$ cat config.mk
export PLATFORM = sky130hd
export DESIGN_NAME = mac_neuron_sequencer
export DESIGN_NICKNAME = d
export VERILOG_FILES = /design/src/rtl/mac_neuron_sequencer.sv
export SDC_FILE = /design/constraint.sdc
export NUM_CORES = 1
export LEC_CHECK = 0
export ABC_CLOCK_PERIOD_IN_PS = 3200
export BUFFER_PORTS_ARGS = -buffer_cell sky130_fd_sc_hd__buf_4
export CAP_MARGIN = 10
export CORE_MARGIN = 2
export CORE_UTILIZATION = 43
export CTS_BUF_LIST = sky130_fd_sc_hd__clkbuf_4 sky130_fd_sc_hd__clkbuf_8
export CTS_CLUSTER_DIAMETER = 100
export DETAILED_ROUTE_END_ITERATION = 8
export MAX_ROUTING_LAYER = met4
export PLACE_DENSITY_LB_ADDON = 0.12
export RECOVER_POWER = 100
export SYNTH_ARGS = -nofsm -noshare
export SYNTH_HDL_FRONTEND = slang
export SYNTH_SLANG_ARGS = --single-unit
$ cat constraint.sdc
create_clock -name clk -period 3.2 [get_ports clk]
set_clock_uncertainty 0.05 [all_clocks]
set_input_delay 0 -clock clk [delete_from_list [all_inputs] [get_ports clk]]
set_output_delay 0 -clock clk [all_outputs]
set_load 0.05 [all_outputs]
$ cat src/rtl/mac_neuron_sequencer.sv
// Dot-product sequencer for one MAC slice: fetches N input/weight pairs from two RAMs,
// streams them into the MAC, waits out its latency and rescales the sum with saturation.
module mac_neuron_sequencer #(
  parameter int DATA_W      = 16,
  parameter int FRAC_W      = 8,
  parameter int ACC_W       = 40,
  parameter int ADDR_W      = 10,
  parameter int MAC_LATENCY = 4
) (
  input  logic              clk,
  input  logic              sclr,
  input  logic              start,
  input  logic [ADDR_W-1:0] len,
  input  logic [ADDR_W-1:0] x_base,
  input  logic [ADDR_W-1:0] w_base,
  output logic              busy,
  output logic              done,
  output logic [DATA_W-1:0] result,
  output logic              mem_en,
  output logic [ADDR_W-1:0] x_addr,
  output logic [ADDR_W-1:0] w_addr,
  input  logic [DATA_W-1:0] x_data,
  input  logic [DATA_W-1:0] w_data,
  output logic              mac_ce,
  output logic              mac_sclr,
  output logic              mac_bypass,
  output logic [DATA_W-1:0] mac_a,
  output logic [DATA_W-1:0] mac_b,
  input  logic [ACC_W-1:0]  mac_s
);

  localparam logic [1:0] S_IDLE  = 2'd0;
  localparam logic [1:0] S_FETCH = 2'd1;
  localparam logic [1:0] S_DRAIN = 2'd2;
  localparam logic [1:0] S_DONE  = 2'd3;
  localparam int DCNT_W = $clog2(MAC_LATENCY + 1);

  logic [1:0]        state;
  logic [ADDR_W-1:0] cnt;
  logic [DCNT_W-1:0] dcnt;
  logic              bypass_p0;

  // Arithmetic shift truncates toward -inf; out-of-range values clamp to the DATA_W limits.
  function automatic logic [DATA_W-1:0] sat_rescale(input logic signed [ACC_W-1:0] s);
    logic signed [ACC_W-1:0] t;
    logic signed [ACC_W-1:0] max_v;
    logic signed [ACC_W-1:0] min_v;
    t     = s >>> FRAC_W;
    max_v = {{(ACC_W-DATA_W+1){1'b0}}, {(DATA_W-1){1'b1}}};
    min_v = {{(ACC_W-DATA_W+1){1'b1}}, {(DATA_W-1){1'b0}}};
    if (t > max_v)
      return {1'b0, {(DATA_W-1){1'b1}}};
    else if (t < min_v)
      return {1'b1, {(DATA_W-1){1'b0}}};
    else
      return t[DATA_W-1:0];
  endfunction

  assign mac_sclr = sclr;
  assign mac_a    = mac_ce ? x_data : '0;
  assign mac_b    = mac_ce ? w_data : '0;

  always_ff @(posedge clk) begin
    if (sclr) begin
      state      <= S_IDLE;
      busy       <= 1'b0;
      done       <= 1'b0;
      result     <= '0;
      mem_en     <= 1'b0;
      x_addr     <= '0;
      w_addr     <= '0;
      mac_ce     <= 1'b0;
      mac_bypass <= 1'b0;
      bypass_p0  <= 1'b0;
      cnt        <= '0;
      dcnt       <= '0;
    end else begin
      done       <= 1'b0;
      // Stage p0 -> p1: RAM read cycle becomes the MAC term cycle.
      mac_ce     <= mem_en;
      mac_bypass <= bypass_p0;
      bypass_p0  <= 1'b0;
      case (state)
        S_IDLE: begin
          if (start) begin
            busy <= 1'b1;
            if (len == '0) begin
              result <= '0;
              done   <= 1'b1;
              state  <= S_DONE;
            end else begin
              state     <= S_FETCH;
              mem_en    <= 1'b1;
              x_addr    <= x_base;
              w_addr    <= w_base;
              cnt       <= len - 1'b1;
              bypass_p0 <= 1'b1;
            end
          end
        end
        S_FETCH: begin
          if (cnt == '0) begin
            mem_en <= 1'b0;
            dcnt   <= DCNT_W'(MAC_LATENCY);
            state  <= S_DRAIN;
          end else begin
            cnt    <= cnt - 1'b1;
            x_addr <= x_addr + 1'b1;
            w_addr <= w_addr + 1'b1;
          end
        end
        S_DRAIN: begin
          if (dcnt == '0) begin
            result <= sat_rescale($signed(mac_s));
            done   <= 1'b1;
            state  <= S_DONE;
          end else begin
            dcnt <= dcnt - 1'b1;
          end
        end
        S_DONE: begin
          busy  <= 1'b0;
          state <= S_IDLE;
        end
        default: state <= S_IDLE;
      endcase
    end
  end

endmodule

==> flow_metrics.py <==
metrics = {
    "setup_path": {
        "crit_fanout": 42,
        "critPathKind": "reg -> reg",
        "required_ns": 3.28,
        "ff2ff_path_depth": 8,
        "slowest_delay_ns": 0.78,
        "cp_common_cell": "nand2b_1",
        "crit_cells": 8,
        "cp-start-kind": "register",
        "crit_buf_inv": 2,
        "cp.arrival_ns": 2.95,
        "crit_chain": "inv_1 -> ha_1 -> buf_4 -> nand2b_1 -> nor4_4 -> nand2b_1 -> or3_1 -> a31oi_1",
        "critical-path-top-delay-family": "simple AND/OR/NAND/NOR gates",
        "end_kind": "register",
        "cp_slowest_cell": "nand2b_1",
    },
    "die": {
        "dieHeight_um": 93.7,
        "fp.dieArea_um2": 8770,
        "start_util": 0.445,
        "ioPinCount": 179,
        "rows": 32,
        "die_width_um": 93.7,
        "core_um2": 7770,
    },
    "global_route": {
        "grt_usage": 0.269,
        "grt_pass1_vias": 3786,
        "grt-ovfl-total": 0,
        "grt_max_degree": 54,
        "grt_pass1_wl_mm": 18.2,
        "antenna_found_initial": 0,
    },
    "logic_synthesis": {
        "synth_cell_types": 55,
        "ys_ff_latch": 57,
        "syn_nets": 552,
        "synth_cells": 438,
        "synth-compound-area-share": 0.247,
        "synthMuxAreaShare": 0.0145,
        "synth_area_leaders": "dfxtp_1 (33%), and2_1 (6.0%), nor2_1 (5.8%), a21oi_1 (4.3%), o2bb2ai_1 (4.1%)",
        "synth_top_area_frac": 0.330,
        "syn_area_um2": 3460,
        "synthSimpleGateAreaFrac": 0.311,
        "synth_area_leader_cell": "dfxtp_1",
        "async_flop_share": 0,
        "yosys_warnings": 0,
        "synth_top_family_by_area": "simple AND/OR/NAND/NOR gates",
        "synth-main-ff-cell": "dfxtp_1",
        "yosysSeqAreaShare": 0.330,
        "yosysMostFrequentCell": "dfxtp_1",
        "synth_xor_xnor_area_share": 0.00760,
        "synth-edff-count": 0,
        "synthAdderAreaFrac": 0.0326,
        "avgSynthCellArea_um2": 7.89,
        "synth_common_cells": "dfxtp_1 (57), nor2_1 (53), nand2_1 (37)",
    },
    "cells_and_area": {
        "num_antenna_cells": 0,
        "area_growth_pct": 48.8,
        "fin_util": 0.662,
        "final_nets": 749,
        "drive_above_1_share": 0.239,
    },
    "timing": {
        "fmax_mhz": 349,
        "maxSlewViolCount": 54,
        "hold_viol": 0,
        "slew_headroom": -0.547,
        "finalSetupTns_ns": 0,
        "rsz0062_at_grt": "false",
        "fin_crit_sh": 0.896,
        "tightestPinTransition_ns": 2.32,
        "setup_viol": 0,
        "finalCriticalPeriod_ns": 2.87,
    },
    "placed_design": {
        "portBuffers": 170,
        "dp_hpwl_mm": 7.73,
        "gp_congestion": 0.928,
    },
    "cts": {
        "cts_hold_buffers": 41,
        "clock-sinks": 57,
        "post_cts_buffers": 0,
        "clkTransAtPathRegs_ns": 0.07,
        "clock_path_buffers": 2,
        "insertion_delay_ns": 0.35,
        "htree_levels": 3,
        "cts-buffers-inserted": 9,
        "cts-resized-gates": 0,
        "cts_root_buf": "clkbuf_8",
        "cts_tree": "yes",
    },
    "detailed_routing": {
        "drt_iter0_markers": 246,
        "postRouteAntennaNets": 0,
        "routed_via_density": 5.36,
        "wirelength_mm": 11.4,
        "wl_per_cell_um": 15.3,
        "vias": 3978,
        "drt-pass1-iter-count": 5,
        "drt_drc_violations_left": 0,
    },
    "power_and_ir_drop": {
        "power_switching_w": 0.00193,
        "pwr-share-clk": 0.200,
        "ir_worst_vdd_uv": 462,
        "internal-power_w": 0.00198,
        "pwr-share-seq": 0.280,
        "p_per_area_nw_per_um2": 759,
        "p_comb_frac": 0.521,
        "switching_share": 0.494,
        "p_leak_nw": 2.08,
    },
    "hold_path": {
        "hold_class": "in -> reg",
        "hold_depth": 4,
    },
    "run": {
        "maxCapViolCount": 1,
    },
    "outcome": {
        "violations": "max-capacitance violations, max-slew violations",
        "status": "complete, but fails checks",
    },
}
## worst min-delay path, stage by stage
cell and delay (ns):
buf_4 0.10, xor2_1 0.06, a21oi_1 0.14, o31ai_1 0.07
## power by group through the flow
stage	clock network (W)	registers, W	logic (W)
after floorplan	0	0.00145	0.00118
after CTS	0.000790	0.00109	0.00215
after global routing	0.000822	0.00112	0.00221
after global placement	0	0.00109	0.00206
final	0.000779	0.00109	0.00203
after detailed placement	0	0.00110	0.00210
## placed cells by master, fill, tap and decap left out, types with 5 or more instances in the layout
cell and count:
a21oi_1 31, nand3_1 11, a2bb2oi_1 5, mux2i_1 5, a211oi_1 6, o21ai_0 20
nor3_1 16, and2_0 23, nand2_1 37, inv_1 10, clkbuf_1 52, nor4_1 8
nand2b_1 11, nor2_1 53, buf_4 121, o2bb2ai_1 16, dlygate4sd3_1 41, ha_1 9
and2_1 10, a22oi_1 9, clkbuf_8 9, dfxtp_1 57, o32ai_1 6
## registers in the layout (all words and copies together) (netlist names), 2 cells and up
signal / count
x_addr: 10
result: 16
w_addr: 10
state: 2
cnt: 10
dcnt: 3
## layer usage
metal,GRT usage,vias up,wire [um]
met4,0.0857,0,199
met1,0.339,1868,4840
li1,-,1973,-
met2,0.442,116,5730
met5,-,-,0
met3,0.0474,21,582
## path summary, 6_finish.rpt
kind	startpoint	end	slack, ns
min reg2reg	bypass_p0	mac_bypass	0.39
max	state[1]	cnt[2]	0.33
max reg2reg	state[1]	cnt[2]	0.33
min	len[8]	cnt[8]	0.01
## cell type report
| cell class | instances | area [um^2] |
|---|---|---|
| clock buffer | 9 | 124 |
| clock inverter | 7 | 103 |
| fill | 720 | 2620 |
| inverter | 11 | 41.3 |
| multi-input combinational | 341 | 2090 |
| sequential | 57 | 1140 |
| tap | 102 | 128 |
| timing repair buffer | 215 | 1520 |
## cells by family after synthesis
family          count (synthesis)
mux                             5
xor+xnor                        3
flops                          57
fa+ha+maj                       9
compound gates                121
buf+inv                        40
simple gates                  203
## stage by stage
| step | std cells | cell area, um^2 | setup WS [ns] | total power (W) | hold WS (ns) |
|---|---|---|---|---|---|
| after floorplan | 438 | 3460 | 0.167 | 0.00264 | 0.0889 |
| after global placement | 684 | 4730 | 0.596 | 0.00316 | 0.191 |
| after detailed placement | 684 | 4730 | 0.460 | 0.00320 | 0.197 |
| after CTS | 741 | 5360 | 0.430 | 0.00403 | 0.00342 |
| after global routing | 742 | 5140 | 0.0692 | 0.00415 | 0.0543 |
| final | 742 | 5140 | 0.332 | 0.00390 | 0.0131 |
Power figures use the tool's default switching activity.
